===== src/rtl/mem_bus_arbiter.sv =====
`default_nettype none
// +--------------------------------------------------------------------------+
// | mem_bus_arbiter: shares one single-port memory bus between instruction   |
// | fetch and data access; data has priority, fetch starvation is bounded.   |
// | Revision: 1.0                                                            |
// +--------------------------------------------------------------------------+
module mem_bus_arbiter #(
  parameter int STARVE_MAX = 4
) (
  input  logic        clk_i,
  input  logic        rst_ni,
  input  logic        imem_rd_i,
  input  logic [31:0] imem_addr_i,
  output logic        imem_gnt_o,
  output logic [31:0] inst_o,
  input  logic        dmem_rd_i,
  input  logic        dmem_wr_i,
  input  logic [3:0]  dmem_strobe_i,
  input  logic [31:0] dmem_addr_i,
  input  logic [31:0] dmem_wdata_i,
  output logic        dmem_ready_o,
  output logic [31:0] dmem_rdata_o,
  output logic        dmem_rdata_valid_o,
  output logic        bus_req_o,
  output logic        bus_we_o,
  output logic [3:0]  bus_be_o,
  output logic [31:0] bus_addr_o,
  output logic [31:0] bus_wdata_o,
  input  logic        bus_gnt_i,
  input  logic        bus_rvalid_i,
  input  logic [31:0] bus_rdata_i
);

  localparam logic [2:0] c_st_idle  = 3'd0;
  localparam logic [2:0] c_st_i_req = 3'd1;
  localparam logic [2:0] c_st_i_rsp = 3'd2;
  localparam logic [2:0] c_st_d_req = 3'd3;
  localparam logic [2:0] c_st_d_rsp = 3'd4;

  localparam int c_cnt_w = (STARVE_MAX > 0) ? $clog2(STARVE_MAX + 1) : 1;
  localparam logic [c_cnt_w-1:0] c_starve_max = c_cnt_w'(STARVE_MAX);

  logic [2:0]         r_state;
  logic [2:0]         w_state_nxt;
  logic [c_cnt_w-1:0] r_starve_cnt;
  logic               r_bus_req;
  logic               r_bus_we;
  logic [3:0]         r_bus_be;
  logic [31:0]        r_bus_addr;
  logic [31:0]        r_bus_wdata;
  logic [31:0]        r_fetch_addr;

  logic w_arb;
  logic w_data_cand;
  logic w_fetch_due;
  logic w_load_d;
  logic w_load_i;
  logic w_i_grant;

  always_comb begin
    w_state_nxt = r_state;
    w_arb       = 1'b0;
    case (r_state)
      c_st_idle:  w_arb = 1'b1;
      c_st_i_req: if (bus_gnt_i) w_state_nxt = c_st_i_rsp;
      c_st_i_rsp: if (bus_rvalid_i) w_arb = 1'b1;
      c_st_d_req: begin
        if (bus_gnt_i) begin
          if (r_bus_we) w_arb = 1'b1;
          else          w_state_nxt = c_st_d_rsp;
        end
      end
      c_st_d_rsp: if (bus_rvalid_i) w_arb = 1'b1;
      default:    w_state_nxt = c_st_idle;
    endcase

    // In the write-grant cycle the visible data request is the one just
    // acknowledged, so it must not be issued a second time.
    w_data_cand = (dmem_rd_i | dmem_wr_i) && (r_state != c_st_d_req);
    w_fetch_due = imem_rd_i && (STARVE_MAX != 0) && (r_starve_cnt == c_starve_max);
    w_load_d    = w_arb && w_data_cand && !w_fetch_due;
    w_load_i    = w_arb && !w_load_d && imem_rd_i;

    if (w_arb) begin
      if (w_load_d)      w_state_nxt = c_st_d_req;
      else if (w_load_i) w_state_nxt = c_st_i_req;
      else               w_state_nxt = c_st_idle;
    end
  end

  assign w_i_grant = (r_state == c_st_i_req) && bus_gnt_i;

  always_ff @(posedge clk_i or negedge rst_ni) begin
    if (!rst_ni) begin
      r_state      <= c_st_idle;
      r_bus_req    <= 1'b0;
      r_bus_we     <= 1'b0;
      r_bus_be     <= 4'h0;
      r_bus_addr   <= 32'h0;
      r_bus_wdata  <= 32'h0;
      r_fetch_addr <= 32'h0;
    end else begin
      r_state <= w_state_nxt;
      if (w_load_d) begin
        r_bus_req   <= 1'b1;
        r_bus_we    <= dmem_wr_i;
        r_bus_be    <= dmem_strobe_i;
        r_bus_addr  <= dmem_addr_i;
        r_bus_wdata <= dmem_wdata_i;
      end else if (w_load_i) begin
        r_bus_req    <= 1'b1;
        r_bus_we     <= 1'b0;
        r_bus_be     <= 4'hF;
        r_bus_addr   <= imem_addr_i;
        r_bus_wdata  <= 32'h0;
        r_fetch_addr <= imem_addr_i;
      end else if (bus_gnt_i && ((r_state == c_st_i_req) || (r_state == c_st_d_req))) begin
        r_bus_req <= 1'b0;
      end
    end
  end

  always_ff @(posedge clk_i or negedge rst_ni) begin
    if (!rst_ni) begin
      r_starve_cnt <= '0;
    end else if (w_i_grant || (w_arb && !imem_rd_i)) begin
      r_starve_cnt <= '0;
    end else if (dmem_ready_o && imem_rd_i && (r_starve_cnt != c_starve_max)) begin
      r_starve_cnt <= r_starve_cnt + 1'b1;
    end
  end

  assign bus_req_o   = r_bus_req;
  assign bus_we_o    = r_bus_we;
  assign bus_be_o    = r_bus_be;
  assign bus_addr_o  = r_bus_addr;
  assign bus_wdata_o = r_bus_wdata;

  assign dmem_ready_o       = (r_state == c_st_d_req) && bus_gnt_i;
  assign dmem_rdata_valid_o = (r_state == c_st_d_rsp) && bus_rvalid_i;
  assign dmem_rdata_o       = dmem_rdata_valid_o ? bus_rdata_i : 32'h0;

  // A squashed fetch (PC moved or request withdrawn) completes on the bus silently.
  assign imem_gnt_o = (r_state == c_st_i_rsp) && bus_rvalid_i && imem_rd_i &&
                      (imem_addr_i == r_fetch_addr);
  assign inst_o     = imem_gnt_o ? bus_rdata_i : 32'h0;

endmodule
`default_nettype wire

===== config.mk =====
export PLATFORM = sky130hd
export DESIGN_NAME = mem_bus_arbiter
export DESIGN_NICKNAME = d
export VERILOG_FILES = /design/src/rtl/mem_bus_arbiter.sv
export SDC_FILE = /design/constraint.sdc
export NUM_CORES = 1
export LEC_CHECK = 0
export ABC_AREA = 1
export CAP_MARGIN = 10
export CELL_PAD_IN_SITES_DETAIL_PLACEMENT = 1
export CELL_PAD_IN_SITES_GLOBAL_PLACEMENT = 2
export CORE_MARGIN = 10
export CORE_UTILIZATION = 22
export CTS_CLUSTER_DIAMETER = 40
export DETAILED_ROUTE_END_ITERATION = 8
export PLACE_DENSITY_LB_ADDON = 0.1
export SYNTH_ARGS = -nofsm -noshare
export SYNTH_HDL_FRONTEND = slang
export SYNTH_SLANG_ARGS = --single-unit

===== constraint.sdc =====
create_clock -name clk_i -period 4.4 [get_ports clk_i]
set_input_delay 0.88 -clock clk_i [delete_from_list [all_inputs] [get_ports clk_i]]
set_output_delay 0.88 -clock clk_i [all_outputs]
set_load 0.02 [all_outputs]

==> results.ini <==
[run_status]
status = complete, no violations

[route]
routed_via_density = 4.169
vias = 5582
antenna_left = 0
routed_wl_um = 23520
drc = 0
firstDrtPassIters = 4
wl_per_cell_um = 17.56
drt_iter0_drc = 226

[yosys]
synth_compound_area_share_pct = 2.449
synth_warnings = 0
synth.area.top_cells = dfrtp_1 (50%), nand2_1 (21%), nand3_1 (6.4%)
ys_ff_latch = 108
syn_area_mm2 = 0.005416
ys_seq_area_share_pct = 49.90
syn_inst = 744
syn_avg_cell_area_um2 = 7.280
synthMuxAreaShare_pct = 0
synth.distinct_cells = 25
syn_nets = 885
yosysTopAreaCell = dfrtp_1
synth_xor_area_share_pct = 1.294
synth_top_family_by_area = simple AND/OR/NAND/NOR gates
synth_top_area_share_pct = 49.90
yosys.area_share.simple_pct = 36.22
synth_adder_area_share_pct = 0.4620

[cts]
clkSinkCount = 108
cts_max_path_buffers = 2
cts_buffers = 9
cts_tree = yes
ctsHoldBuffers = 0
clock_latency_ns = 0.36
cts_setup_buffers = 0
post_cts_resized = 0
htree_num_levels = 3
clkSlewWorstSetupHoldPaths_ns = 0.07
root_buffer = clkbuf_16

[timing]
hold_viol = 0
period_needed_ns = 4.099
fin_crit_sh_pct = 93.16
finalSetupViolations = 0
slew_violations = 0
fin_tns_setup_ns = 0
whs_ns = 0.4749
skew_ns = 0.01171
rsz0062_at_grt = false
fmax_mhz = 244.0
maxSlewHeadroom_pct = 34.90
worst_slew_pin_slew_ns = 0.9765

[critical_path]
end_kind = output port
startpoint = imem_addr_i[29]
startpoint_type = input port
r2r-start = r_state[2]
crit_chain = clkdlybuf4s50_1 > inv_1 > nand2_1 > o21ai_0 > nor2_1 > nand2_1 > nor2_1 > nand3_1 > buf_4 > nor3_1 > clkdlybuf4s50_1
r2r_end = bus_addr_o[22]
arrival_ns = 3.22
path_max_fanout = 33
worstSetupPathType = input port to output port
critical_path_required_ns = 3.52
rrSetupSlack_ns = 1.99
cp-endpoint = inst_o[31]
max_stage_delay_ns = 0.65
slowest_stage = clkdlybuf4s50_1
rr_worst_depth = 10

[floorplanning]
core_mm2 = 0.02425
die_h_um = 176.9
io_pins = 276
rows = 57
die_w_um = 176.9
start_util_pct = 22.34
dieArea_mm2 = 0.03130

[hold_path]
holdCritStartpoint = r_fetch_addr[31]
hold_path_class = flop to flop

[global_route]
grt_max_degree = 72
grt_use_total_pct = 14.85
grt-ovfl-total = 0
antenna_found_initial = 1
grt_pass1_vias = 6003
grt_pass1_wl_um = 35920

[power_and_ir_drop]
irDropWorstVdd_mv = 0.2666
pwr_density_cell_mw_per_mm2 = 591.1
leakage_uw = 0.004224

[finish]
fin_nets = 1149
drive_gt1_share_pct = 3.850
area_growth_pct = 62.37

[placement]
port_buffers = 275
place.gp.congestion = 0.7862
place.detailed.hpwl_um = 18620

[flow_run]
cap_violations = 0

-- synthesized netlist by cell type (all sizes together) --
master / number
inv: 91
ha: 2
clkbuf: 10
o22ai: 1
dfrtp: 108
nand2: 303
nand3: 70
o211ai: 1
xor2: 2
a21oi: 5
o21ai: 14
nor2: 68
a31oi: 1
buf: 24
nand4: 3
nor3: 35
xnor2: 6
-- worst max-delay path: cells and delay by family --
| kind | cells | cell delay, ns |
|---|---|---|
| AO/OA/AOI/OAI | 1 | 0.14 |
| buffers and inverters | 4 | 1.47 |
| AND/OR/NAND/NOR | 6 | 0.71 |
-- cell type report --
cell class	count	area, um^2
flip-flops and latches	108	2703
clock inverters	6	48.80
inverters	91	341.6
clock buffers	10	229.0
fillers	2925	15450
multi-input cells	511	2197
diodes	2	5.005
repair buffers	287	2865
well taps	324	405.4
-- placed cells by master (no fill, tap or decap), drive strengths merged, types with 2 or more instances in the layout --
master / n
inv: 93
clkdlybuf4s50: 274
buf: 13
dfrtp: 108
nand4: 3
clkinvlp: 2
diode: 2
a21oi: 5
nor3: 35
clkinv: 2
clkbuf: 10
xnor2: 6
nand2: 303
xor2: 2
ha: 2
nand3: 70
o21ai: 14
nor2: 68
-- flip-flops by register name, summed over array words and instances (netlist names) --
register      cells
bus_we_o          1
r_starve_cnt      3
bus_wdata_o      32
r_fetch_addr     32
bus_req_o         1
bus_addr_o       32
r_state           3
bus_be_o          4
-- worst min-delay path by stage --
stage / slack [ns] / cells after the start / endpoint
detailed placement: 0.46 / 2 / r_fetch_addr[23]
global placement: 0.46 / 2 / r_fetch_addr[31]
CTS: 0.48 / 2 / r_fetch_addr[23]
finish: 0.47 / 2 / r_fetch_addr[31]
floorplan: 0.44 / 2 / r_fetch_addr[11]
global route: 0.50 / 2 / r_fetch_addr[17]
-- metrics by stage --
stage | instances | utilization [%] | instance area [um^2] | power (uW) | setup WS [ns]
4_1_cts | 1337 | 36.25 | 8790 | 5342 | 0.2564
3_3_place_gp | 1321 | 35.10 | 8512 | 4476 | 0.2825
6_report | 1339 | 36.27 | 8795 | 5198 | 0.3009
3_5_place_dp | 1321 | 35.10 | 8512 | 4504 | 0.2656
2_1_floorplan | 744 | - | 5416 | 3237 | 1.466
5_1_grt | 1337 | 36.25 | 8790 | 5691 | 0.01623
-- layer usage --
| metal | routed length [um] | up-vias | track usage (%) |
|---|---|---|---|
| met5 | 0 | - | 0 |
| met4 | 252 | 0 | 3.152 |
| met3 | 1623 | 16 | 5.078 |
| met2 | 11930 | 135 | 26.05 |
| met1 | 9707 | 2629 | 17.10 |
| li1 | - | 2802 | - |
-- cells by family after synthesis --
logic type      Yosys count
buf+inv                 125
simple gates            479
flops                   108
fa+ha+maj                 2
xor+xnor                  8
compound gates           22
-- power by group --
part,switching (uW),total [uW],internal (uW)
Clock,403,795,392
Combinational,1580,2670,1100
Sequential,278,1730,1450
Total,2260,5200,2940
(Power assumes the default switching activity.)
